File: src/rtl/pipe_stall_ctrl_pkg.sv
// Shared definitions for the pipeline stall/flush scheduler.
// Holds the FSM state encoding, the per-register control vectors and the load-use hazard helper.
package pipe_stall_ctrl_pkg;

  typedef enum logic [1:0] {
    ST_RUN      = 2'd0,
    ST_MEM_WAIT = 2'd1,
    ST_MC_WAIT  = 2'd2
  } state_e;

  // Vector layout: [3:0] stall IF/ID, ID/EX, EX/MEM, MEM/WB; [7:4] flush in the same order
  localparam logic [7:0] CTRL_IDLE    = 8'h00;
  localparam logic [7:0] CTRL_LDUSE   = 8'h21;
  localparam logic [7:0] CTRL_REDIR   = 8'h30;
  localparam logic [7:0] CTRL_MCWAIT  = 8'h43;
  localparam logic [7:0] CTRL_MEMWAIT = 8'h87;
  localparam logic [7:0] CTRL_RESET   = 8'hF0;

  function automatic logic is_load_use(input logic       ex_load,
                                       input logic [4:0] ex_rd,
                                       input logic [4:0] rs1,
                                       input logic [4:0] rs2);
    return ex_load && (ex_rd != 5'd0) && ((ex_rd == rs1) || (ex_rd == rs2));
  endfunction

endpackage

File: src/rtl/pipe_stall_ctrl_perf_cnt.sv
// Saturating event counter used for the stall/flush performance statistics.
// Only compiled into the design when PIPE_STALL_CTRL_PERF_EN is defined.
`ifdef PIPE_STALL_CTRL_PERF_EN
module pipe_stall_ctrl_perf_cnt #(
  parameter int CNT_W = 32
) (
  input  logic             clk,
  input  logic             rst,
  input  logic             inc,
  output logic [CNT_W-1:0] count
);

  always_ff @(posedge clk) begin
    if (rst) begin
      count <= '0;
    end else if (inc && (count != {CNT_W{1'b1}})) begin
      count <= count + 1'b1;
    end
  end

endmodule
`endif

File: src/rtl/pipe_stall_ctrl.sv
// Central stall/flush scheduler for the 5-stage RV32 pipeline (load-use, redirect, mul/div, dmem wait).
// Define PIPE_STALL_CTRL_PERF_EN to add the stall-cycle and flush-event performance counters.
module pipe_stall_ctrl
  import pipe_stall_ctrl_pkg::*;
#(
  parameter int MEM_TMO = 16
`ifdef PIPE_STALL_CTRL_PERF_EN
  , parameter int CNT_W = 32
`endif
) (
  input  logic       clk,
  input  logic       rst,
  input  logic       ex_jump,
  input  logic       branch_take,
  input  logic       ex_load,
  input  logic [4:0] ex_rd,
  input  logic [4:0] rs1,
  input  logic [4:0] rs2,
  input  logic       mc_start,
  input  logic       mc_done,
  input  logic       dmem_req,
  input  logic       dmem_ack,
  output logic       pc_pause,
  output logic [7:0] pipe_ctrl,
  output logic       mem_timeout,
  output logic [1:0] st_dbg
`ifdef PIPE_STALL_CTRL_PERF_EN
  , output logic [CNT_W-1:0] perf_stall_cyc
  , output logic [CNT_W-1:0] perf_flush_cnt
`endif
);

  localparam int TMR_W = (MEM_TMO > 2) ? $clog2(MEM_TMO) : 1;

  state_e           state, state_nxt;
  logic             mc_busy;
  logic [TMR_W-1:0] timer, timer_nxt;

  logic in_mem, mem_req_stall, mem_row, mc_row, redir_row, lduse_row;
  logic tmo_hit, mem_stay;

  assign in_mem        = (state == ST_MEM_WAIT);
  assign mem_req_stall = dmem_req & ~dmem_ack;
  assign mem_row       = mem_req_stall | (in_mem & ~dmem_ack);
  // Equal to the next value of mc_busy: done always wins over a fresh start
  assign mc_row        = (mc_start | mc_busy) & ~mc_done;
  assign redir_row     = branch_take | ex_jump;
  assign lduse_row     = is_load_use(ex_load, ex_rd, rs1, rs2);

  generate
    if (MEM_TMO == 0) begin : g_no_tmo
      assign tmo_hit = 1'b0;
    end else begin : g_tmo
      assign tmo_hit = in_mem & ~dmem_ack & (timer == TMR_W'(MEM_TMO - 1));
    end
  endgenerate

  assign mem_stay = in_mem ? (~dmem_ack & ~tmo_hit) : mem_req_stall;

  always_ff @(posedge clk) begin
    if (rst) begin
      state   <= ST_RUN;
      mc_busy <= 1'b0;
      timer   <= '0;
    end else begin
      state   <= state_nxt;
      mc_busy <= mc_row;
      timer   <= timer_nxt;
    end
  end

  always_comb begin
    state_nxt = ST_RUN;
    timer_nxt = '0;
    if (mem_stay) begin
      state_nxt = ST_MEM_WAIT;
    end else if (mc_row) begin
      state_nxt = ST_MC_WAIT;
    end
    if (in_mem && mem_stay) begin
      timer_nxt = timer + 1'b1;
    end
  end

  // Strict priority: memory wait, mul/div wait, redirect, load-use
  always_comb begin
    pipe_ctrl   = CTRL_IDLE;
    pc_pause    = 1'b0;
    mem_timeout = 1'b0;
    if (rst) begin
      pipe_ctrl = CTRL_RESET;
      pc_pause  = 1'b1;
    end else if (mem_row) begin
      pipe_ctrl   = CTRL_MEMWAIT;
      pc_pause    = 1'b1;
      mem_timeout = tmo_hit;
    end else if (mc_row) begin
      pipe_ctrl = CTRL_MCWAIT;
      pc_pause  = 1'b1;
    end else if (redir_row) begin
      pipe_ctrl = CTRL_REDIR;
    end else if (lduse_row) begin
      pipe_ctrl = CTRL_LDUSE;
      pc_pause  = 1'b1;
    end
  end

  assign st_dbg = state;

`ifdef PIPE_STALL_CTRL_PERF_EN
  logic stall_evt, flush_evt;

  assign stall_evt = ~rst & pc_pause;
  assign flush_evt = ~rst & ~mem_row & ~mc_row & redir_row;

  pipe_stall_ctrl_perf_cnt #(.CNT_W(CNT_W)) u_stall_cnt (
    .clk   (clk),
    .rst   (rst),
    .inc   (stall_evt),
    .count (perf_stall_cyc)
  );

  pipe_stall_ctrl_perf_cnt #(.CNT_W(CNT_W)) u_flush_cnt (
    .clk   (clk),
    .rst   (rst),
    .inc   (flush_evt),
    .count (perf_flush_cnt)
  );
`endif

endmodule
File: config.mk
export PLATFORM = sky130hd
export DESIGN_NAME = pipe_stall_ctrl
export DESIGN_NICKNAME = d
export VERILOG_FILES = /design/src/rtl/pipe_stall_ctrl_pkg.sv /design/src/rtl/pipe_stall_ctrl_perf_cnt.sv /design/src/rtl/pipe_stall_ctrl.sv
export SDC_FILE = /design/constraint.sdc
export NUM_CORES = 1
export LEC_CHECK = 0
export CAP_MARGIN = 20
export CORE_UTILIZATION = 26
export CTS_BUF_LIST = sky130_fd_sc_hd__clkbuf_8 sky130_fd_sc_hd__clkbuf_16
export CTS_CLUSTER_DIAMETER = 60
export DETAILED_ROUTE_END_ITERATION = 8
export DONT_BUFFER_PORTS = 1
export SLEW_MARGIN = 5
export SYNTH_ARGS = -nofsm -noshare
export SYNTH_HDL_FRONTEND = slang
export SYNTH_SLANG_ARGS = --single-unit
File: constraint.sdc
create_clock -name clk -period 1.5 [get_ports clk]
set_clock_uncertainty 0.2 [all_clocks]
set_input_delay 0.15 -clock clk [delete_from_list [all_inputs] [get_ports clk]]
set_output_delay 0.15 -clock clk [all_outputs]
set_load 0.01 [all_outputs]
==> results.json, run 1 <==
{
  "final_hold_viol_count": 3,
  "syn-cell-area_um2": 502,
  "initial_core_util_pct": 28.4,
  "cts_buffers": 3,
  "cp.arrival_ps": 1320,
  "synth.area.top_cells": "dfxtp_1 28%, xor2_1 19%, nor2_1 10%, nand2b_1 3.7%, a21o_1 3.0%",
  "dpl_cell_area_um2": 571,
  "setup_viol": 8,
  "syn_nets": 89,
  "cp.depth": 5,
  "violations": "negative hold slack, negative setup slack",
  "drcViolationCount": 0,
  "drv_cap": 0,
  "yosysUniqueCellTypes": 26,
  "hold_ws_ps": -62.2,
  "die-area_mm2": 0.00211,
  "fin_crit_sh_pct": 111,
  "drv_slew": 0,
  "viasPerCell": 4.72,
  "ant_nets": 0,
  "ys_ff_latch": 7,
  "grt_overflow_total": 0,
  "postCtsHoldBufs": 1,
  "p_per_area_mw_per_mm2": 818,
  "cts_max_path_buffers": 2,
  "power_leakage_nw": 0.279,
  "area_growth_pct": 36.9,
  "io_buffers": 0,
  "antennaDiodeCount": 0,
  "pre_cts_ws_ps": 3.40,
  "clock.fmax_mhz": 598,
  "crit_family": "compound AO/OA/AOI/OAI gates",
  "synth_top_area_cell": "dfxtp_1",
  "drt_wl_total_um": 1110,
  "grt_usage_pct": 12.9,
  "cp-startpoint": "st_dbg[1]$_SDFF_PP0_",
  "syn_inst": 64,
  "reg2reg_slack_ps": 100,
  "grt_max_degree": 10,
  "drtIter0Drc": 4,
  "crit_chain": "nand2b_4, a21o_1, a31oi_4, o41ai_2, buf_4",
  "clk_pin_slew_ps": 40,
  "tns_ps": -748,
  "die_w_um": 45.9,
  "drive_gt1_share_pct": 34.2,
  "post_drt_wl_per_cell_um": 11.3,
  "htreeDepth": 1,
  "endpoint_kind": "primary output",
  "core_area_mm2": 0.00176,
  "critPathMaxFanout": 4,
  "dp_hpwl_um": 867,
  "clock_latency_ps": 220,
  "fin_util_pct": 38.9,
  "peakVddDrop_v": 0.000252,
  "rsz0062_at_grt": "yes",
  "crit_buf_inv": 1,
  "gp_congestion": 0.716,
  "critPathLaunchType": "flop",
  "status": "finished, violations left",
  "cts_sinks": 7,
  "layout.nets": 99,
  "die_height_um": 45.9,
  "regToRegStartpoint": "timer[0]$_SDFF_PP0_",
  "worst_path_max_delay_cell": "dfxtp_2",
  "cp_slowest_stage_delay_ps": 310,
  "grt_pass1_vias": 467,
  "final_cell_area_um2": 687,
  "final.setup.worst_slack_ps": -171,
  "vias": 463,
  "rows": 15,
  "dr.pass1.iters": 4,
  "fin_crit_ps": 1670,
  "cts_tree": "done",
  "worstSetupPathType": "flop to primary output",
  "finalPower_mw": 0.562,
  "r2r_end": "st_dbg[1]$_SDFF_PP0_",
  "avgSynthCellArea_um2": 7.84,
  "synth-seq-area-share_pct": 27.9,
  "ys_warn_count": 0,
  "reg2reg_depth": 4,
  "crit_end": "pipe_ctrl[5]",
  "netlist.area_leader.share_pct": 27.9,
  "grt_pass1_wl_um": 1850,
  "antenna_found_initial": 0,
  "io_pins": 36,
  "cts_root_buf": "clkbuf_8",
  "hp-class": "input port to flop",
  "worstPathRequired_ps": 1150
}
==> metrics by stage <==
step	instances	hold slack [ps]
floorplan	64	128
global placement	93	25.7
global route	98	-67.6
detailed placement	93	25.6
finish	98	-62.2
CTS	99	-77.0
==> Yosys cell counts <==
cell and number:
o41ai_1 1, xor2_1 11, conb_1 1, nor3_2 1
ha_1 1, a21o_1 2, buf_4 1, a31oi_1 1
nor3_1 2, a21oi_1 1, or4_4 1, o31ai_1 1
nor2_1 14, and2_1 1, o21ai_2 1, nand2b_1 3
o22ai_1 1, dfxtp_1 7, clkbuf_4 1, o21ai_0 1
xnor2_1 1, a22oi_1 1, nand3_1 2, or2_2 2
inv_1 3, or3_1 2
==> final cells by class <==
cell class / instances / area [µm²]
Tap cell: 25 / 31.3
Fill cell: 182 / 1080
Inverter: 3 / 11.3
Clock buffer: 3 / 41.3
Sequential cell: 7 / 141
Clock inverter: 1 / 3.75
Multi-Input combinational cell: 52 / 399
Timing Repair Buffer: 7 / 58.8
==> cells in the final DEF, fill, tap and decap left out, types with 2 or more instances in the layout <==
cell	count
a21o_1	2
buf_4	5
clkbuf_8	3
dfxtp_1	6
inv_1	3
nand2b_4	3
nand3_1	2
nor2_1	11
nor2_2	2
nor3_1	2
or3_1	2
xor2_1	11
==> metal layers <==
metal	up-vias	wire length (µm)	share of wire, %	track usage [%]
met5	-	0	0	0
met3	0	101	9.1	3.17
met4	0	0	0	10.6
met1	205	417	38	12.7
met2	27	593	53	22.5
li1	231	-	-	-
==> sequential cells by signal, indices dropped and copies added (netlist names) <==
signal and flops:
mc_busy 1, st_dbg 2, timer 4
==> where the power goes <==
group          internal, mW  switching [mW]  total [mW]
Sequential            0.192         0.00274       0.194
Clock                 0.176          0.0773       0.254
Combinational        0.0571          0.0569       0.114
==> worst min-delay path by stage <==
stage,endpoint,startpoint,cells after the start,slack (ps)
2_1_floorplan,mc_busy$_SDFF_PP0_,mc_done,2,130
4_1_cts,mc_busy$_SDFF_PP0_,mc_done,2,-80
6_report,mc_busy$_SDFF_PP0_,mc_done,2,-60
3_5_place_dp,st_dbg[0]$_SDFF_PP0_,rst,1,30
5_1_grt,mc_busy$_SDFF_PP0_,mc_done,2,-70
3_3_place_gp,st_dbg[0]$_SDFF_PP0_,rst,1,30
==> cell families (layout without fill, tap and decap cells) <==
group	after synthesis	count (layout)	share of synthesized area, %
AOI/OAI and AO/OA	10	10	14.0
xor gates and xnor gates	12	12	20.9
adders and majority gates	1	1	2.49
buffers and inverters	5	14	5.24
DFF	7	7	27.9
other	1	1	0.747
and+or+nand+nor	28	28	28.7
==> repair_timing <==
item | CTS | global route
pin swaps | 2 | 2
setup endpoints to repair | 9 | 12
setup buffers | 1 | 0
endpoints found under the hold margin | 4 | 3
resized for setup | 11 | 4
No activity file was read; power rests on OpenSTA's default activity.
==> inputs of run 2 (changes only) <==
--- a/config.mk
+++ b/config.mk
@@ -5,6 +5,7 @@
 export SDC_FILE = /design/constraint.sdc
 export NUM_CORES = 1
 export LEC_CHECK = 0
+export ABC_AREA = 1
 export CAP_MARGIN = 20
 export CORE_UTILIZATION = 26
 export CTS_BUF_LIST = sky130_fd_sc_hd__clkbuf_8 sky130_fd_sc_hd__clkbuf_16
==> results.json, run 2 <==
{
  "power_leakage_nw": 0.389,
  "clock.fmax_mhz": 632,
  "finalPower_mw": 0.588,
  "synthFlopType": "dfxtp_1",
  "ant_nets": 0,
  "r2r_end": "st_dbg[1]$_SDFF_PP0_",
  "worstSetupPathType": "flop to primary output",
  "grt_pass1_vias": 584,
  "fin_crit_ps": 1580,
  "dpl_cell_area_um2": 639,
  "avgSynthCellArea_um2": 5.73,
  "core_area_mm2": 0.00204,
  "yosysUniqueCellTypes": 22,
  "cts_sinks": 7,
  "worst_path_max_delay_cell": "dfxtp_2",
  "clk_pin_slew_ps": 40,
  "worstPathRequired_ps": 1150,
  "status": "finished, violations left",
  "grt_max_degree": 6,
  "rows": 16,
  "hold_ws_ps": -65.6,
  "endpoint_kind": "primary output",
  "crit_chain": "inv_2, nand2_2, inv_2, nand2_4, nand2_4, nor2_4, o21ai_4, nand2_2, buf_6",
  "async_flop_share_pct": 0,
  "p_per_area_mw_per_mm2": 766,
  "hp-class": "input port to flop",
  "die_w_um": 49.7,
  "peakVddDrop_v": 0.000418,
  "violations": "negative hold slack, negative setup slack",
  "ys_warn_count": 0,
  "cp_slowest_stage_delay_ps": 330,
  "final.setup.worst_slack_ps": -81.2,
  "layoutNonFillerInstCount": 140,
  "synth_compound_area_share_pct": 4.87,
  "setup_viol": 4,
  "muxShareOfSynthArea_pct": 0,
  "mostFrequentLayoutCell": "nand2_1",
  "cts_tree": "done",
  "drive_gt1_share_pct": 32.7,
  "drv_cap": 0,
  "final_hold_viol_count": 2,
  "rsz0062_at_grt": "yes",
  "io_buffers": 0,
  "critPathLaunchType": "flop",
  "pre_cts_ws_ps": 114,
  "initial_core_util_pct": 28.9,
  "die-area_mm2": 0.00247,
  "netlist.area_leader.share_pct": 23.7,
  "dr.pass1.iters": 2,
  "p_sw_share_pct": 27.6,
  "synth.area.top_cells": "dfxtp_1 24%, nand2_1 18%, nor2_1 10%, inv_1 9.5%, nand3_1 5.1%",
  "tns_ps": -146,
  "final_cell_mix": "26 x nand2_1, 15 x inv_1, 14 x nor2_1",
  "cts_max_path_buffers": 2,
  "synth_top_area_cell": "dfxtp_1",
  "cts_buffers": 3,
  "layout.nets": 139,
  "reg2reg_slack_ps": 160,
  "hold_end": "mc_busy$_SDFF_PP0_",
  "die_height_um": 49.7,
  "cts_root_buf": "clkbuf_8",
  "synth_top_family_by_area": "simple AND/OR/NAND/NOR gates",
  "internal_power_mw": 0.426,
  "place_inst": 132,
  "yosysMostFrequentCell": "nand2_1",
  "clock_latency_ps": 220,
  "htreeDepth": 1,
  "regMostFlops": "timer",
  "final_cell_area_um2": 768,
  "antenna_found_initial": 0,
  "regToRegStartpoint": "timer[0]$_SDFF_PP0_",
  "drtIter0Drc": 3,
  "post_drt_wl_per_cell_um": 9.71,
  "fin_crit_sh_pct": 105,
  "clock_power_share_pct": 43.3,
  "p_comb_share_pct": 23.6,
  "pwr-share-seq_pct": 33.1,
  "grt_overflow_total": 0,
  "syn_inst": 103,
  "synthTopCellsByCount": "29 x nand2_1, 16 x nor2_1, 15 x inv_1",
  "io_pins": 36,
  "synth_fa_ha_area_share_pct": 2.12,
  "yosys.area_share.simple_pct": 47.5,
  "cp.arrival_ps": 1230,
  "yosys.area_share.xor_xnor_pct": 5.93,
  "syn_nets": 128,
  "grt_pass1_wl_um": 2290,
  "switchingPower_mw": 0.163,
  "postCtsHoldBufs": 1,
  "fin_util_pct": 37.6,
  "largest_register_ffs": 4,
  "drt_wl_total_um": 1360,
  "worstHoldStart": "mc_done",
  "viasPerCell": 4.27,
  "hold_depth": 3,
  "drv_slew": 0,
  "synth-seq-area-share_pct": 23.7,
  "vias": 598,
  "area_growth_pct": 30.1,
  "drcViolationCount": 0,
  "critPathMaxFanout": 4,
  "synth-edff-count": 0,
  "ys_ff_latch": 7,
  "syn-cell-area_um2": 591,
  "dp_hpwl_um": 1050,
  "antennaDiodeCount": 0,
  "reg2reg_depth": 5,
  "grt_usage_pct": 12.2,
  "gp_congestion": 0.631
}
## run 2: cell types whose count changed after synthesis, moves of 3 or more
| cell | before | now |
|---|---|---|
| inv_1 | 3 | 15 |
| inv_2 | 0 | 6 |
| nand2_1 | 0 | 29 |
| nand2_2 | 0 | 4 |
| nand2b_1 | 3 | 0 |
| nand3_1 | 2 | 6 |
| xor2_1 | 11 | 1 |
## run 2: area by class of cell
class | count | area, µm²
Timing Repair Buffer | 7 | 58.8
Fill cell | 242 | 1270
Inverter | 22 | 82.6
Tap cell | 27 | 33.8
Clock buffer | 3 | 41.3
Sequential cell | 7 | 144
Clock inverter | 1 | 3.75
Multi-Input combinational cell | 73 | 404
## run 2: cells by family after synthesis
| family | Yosys count |
|---|---|
| simple gates | 62 |
| buf+inv | 23 |
| flops | 7 |
| compound gates | 5 |
| xor+xnor | 4 |
| fa+ha+maj | 1 |
| other cells | 1 |
## run 2: power by group through the flow
stage	sequential [mW]	clock (mW)	combinational, mW
after global routing	0.195	0.270	0.158
after CTS	0.194	0.262	0.130
after global placement	0.196	0	0.112
final	0.195	0.254	0.139
after detailed placement	0.197	0	0.114
after floorplan	0.198	0	0.0939
## run 2: what timing repair did
| item | in CTS | in global routing |
|---|---|---|
| setup endpoints to repair | 5 | 8 |
| hold endpoints to repair | 7 | 2 |
| buffers inserted | 2 | 1 |
| gates resized for setup | 6 | 10 |
| pin swaps | 3 | 4 |
## run 2: worst max path at each step
| stage | from | endpoint | slack (ps) |
|---|---|---|---|
| after global placement | st_dbg[1]$_SDFF_PP0_ | pipe_ctrl[0] | 150 |
| after CTS | st_dbg[1]$_SDFF_PP0_ | pipe_ctrl[4] | -100 |
| after detailed placement | st_dbg[1]$_SDFF_PP0_ | pipe_ctrl[0] | 110 |
| final | st_dbg[1]$_SDFF_PP0_ | pipe_ctrl[4] | -80 |
| after global routing | st_dbg[1]$_SDFF_PP0_ | pipe_ctrl[4] | -160 |
| after floorplan | st_dbg[0]$_SDFF_PP0_ | pipe_ctrl[0] | 70 |
## run 2: per-layer routing
layer | part of all wire [%] | vias up | GRT usage, %
met1 | 42 | 254 | 13.1
li1 | - | 320 | -
met4 | 1.5 | 0 | 5.71
met3 | 6.2 | 2 | 4.01
met2 | 50 | 22 | 21.4
met5 | 0 | - | 0
## run 2: worst max-delay path, delay by kind of cell (launching register included)
family          cells  cell delay (ps)
buf+inv             3              190
flops               1              330
simple gates        5              400
compound gates      1               80
==> inputs of run 3 (changes only) <==
--- a/config.mk
+++ b/config.mk
@@ -7,11 +7,13 @@
 export LEC_CHECK = 0
 export ABC_AREA = 1
 export CAP_MARGIN = 20
+export CORE_MARGIN = 2
 export CORE_UTILIZATION = 26
 export CTS_BUF_LIST = sky130_fd_sc_hd__clkbuf_8 sky130_fd_sc_hd__clkbuf_16
 export CTS_CLUSTER_DIAMETER = 60
 export DETAILED_ROUTE_END_ITERATION = 8
 export DONT_BUFFER_PORTS = 1
+export GPL_TIMING_DRIVEN = 0
 export SLEW_MARGIN = 5
 export SYNTH_ARGS = -nofsm -noshare
 export SYNTH_HDL_FRONTEND = slang
==> results.json, run 3 (synthesized netlist as in run 2, its figures left out) <==
{
  "final_cell_mix": "26 x nand2_1, 15 x inv_1, 13 x nor2_1",
  "setup_viol": 8,
  "cts_sinks": 7,
  "grt_overflow_total": 0,
  "clock_latency_ps": 220,
  "cts_buffers": 3,
  "grt_usage_pct": 10.4,
  "drt_wl_total_um": 1280,
  "endpoint_kind": "primary output",
  "p_per_area_mw_per_mm2": 762,
  "worstSetupPathType": "flop to primary output",
  "vias": 602,
  "cp.arrival_ps": 1260,
  "violations": "negative hold slack, negative setup slack",
  "area_growth_pct": 31.8,
  "rows": 17,
  "drcViolationCount": 0,
  "cts_root_buf": "clkbuf_8",
  "clk_pin_slew_ps": 40,
  "initial_core_util_pct": 27.2,
  "cts_max_path_buffers": 2,
  "post_drt_wl_per_cell_um": 9.01,
  "postCtsHoldBufs": 1,
  "crit_family": "simple AND/OR/NAND/NOR gates",
  "fin_crit_ps": 1610,
  "critPathLaunchType": "flop",
  "grt_max_degree": 6,
  "pre_cts_ws_ps": -13.7,
  "io_pins": 36,
  "viasPerCell": 4.24,
  "die_w_um": 51.7,
  "layoutNonFillerInstCount": 142,
  "hold_ws_ps": -58.2,
  "crit_chain": "inv_2, nand2_2, inv_2, nand2_4, nand2_4, nor2_4, o21ai_2, nand2_2, a21oi_4",
  "cp_slowest_stage_delay_ps": 330,
  "status": "finished, violations left",
  "drv_cap": 0,
  "dr.pass1.iters": 2,
  "gp_congestion": 0.774,
  "peakVddDrop_v": 0.000410,
  "dp_hpwl_um": 1070,
  "final.setup.worst_slack_ps": -107,
  "crit_buf_inv": 2,
  "largest_register_ffs": 4,
  "regMostFlops": "timer",
  "fin_crit_sh_pct": 107,
  "antennaDiodeCount": 0,
  "rsz0062_at_grt": "yes",
  "ant_nets": 0,
  "mostFrequentLayoutCell": "nand2_1",
  "final_hold_viol_count": 2,
  "drive_gt1_share_pct": 32.5,
  "die-area_mm2": 0.00267,
  "io_buffers": 0,
  "drv_slew": 0,
  "core_area_mm2": 0.00217,
  "power_leakage_nw": 0.396,
  "worst_path_max_delay_cell": "dfxtp_2",
  "layout.nets": 140,
  "critPathMaxFanout": 5,
  "clock.fmax_mhz": 622,
  "htreeDepth": 1,
  "grt_pass1_wl_um": 2070,
  "grt_pass1_vias": 576,
  "die_height_um": 51.7,
  "place_inst": 131,
  "worstPathRequired_ps": 1150,
  "cts_tree": "done",
  "antenna_found_initial": 0,
  "hp-class": "input port to flop",
  "drtIter0Drc": 4
}
-- run 3: changes by cell type in the layout (fill, tap and decap cells not counted), sizes merged --
cell	delta
buf	+1
-- run 3: area by class of cell --
type                    count  area, µm²
plain buffers               1       7.51
clock buffers               3       41.3
clock inverters             1       3.75
fillers                   247       1390
inverters                  22       82.6
multi-input cells          73        407
flip-flops and latches      7        143
well taps                  28       35.0
repair buffers              7       58.8
-- run 3: per-stage QoR --
stage	power [mW]	cell area (µm²)	util, %	TNS, ps
4_1_cts	0.582	722	33.3	-500
5_1_grt	0.631	778	35.9	-1060
6_report	0.593	778	35.9	-465
3_3_place_gp	0.303	626	28.8	0
3_5_place_dp	0.306	626	28.8	-13.7
2_1_floorplan	0.292	591	-	0
-- run 3: layer usage --
layer,GRT usage [%],wire length (µm)
met3,2.59,100
met4,7.89,38
met2,17.9,650
met5,0,0
met1,10.9,489
-- run 3: worst paths after layout --
| path | depth (start not counted) | slack, ps | start | to |
|---|---|---|---|---|
| worst min-delay path | 3 | -60 | mc_done | st_dbg[1]$_SDFF_PP0_ |
| worst min register to register | 1 | 250 | timer[0]$_SDFF_PP0_ | timer[0]$_SDFF_PP0_ |
| worst max-delay path | 9 | -110 | st_dbg[1]$_SDFF_PP0_ | pipe_ctrl[0] |
| worst max register to register | 5 | 210 | timer[0]$_SDFF_PP0_ | st_dbg[1]$_SDFF_PP0_ |
-- run 3: tightest hold or removal path: cells and delay by family --
family | cells | cell delay, ps
and+or+nand+nor | 2 | 80
buffers and inverters | 1 | 80
-- run 3: where the power goes --
part           total [mW]  switching [mW]  internal, mW
clock network       0.254          0.0778         0.177
logic               0.143          0.0811        0.0615
registers           0.196         0.00413         0.192
total               0.593           0.163         0.430
-- run 3: what timing repair did --
action,CTS,global route
buffers inserted,3,3
cloned,0,0
setup endpoints to repair,6,9
gates resized for setup,8,8
hold endpoints to repair,7,2
pin swaps,2,3
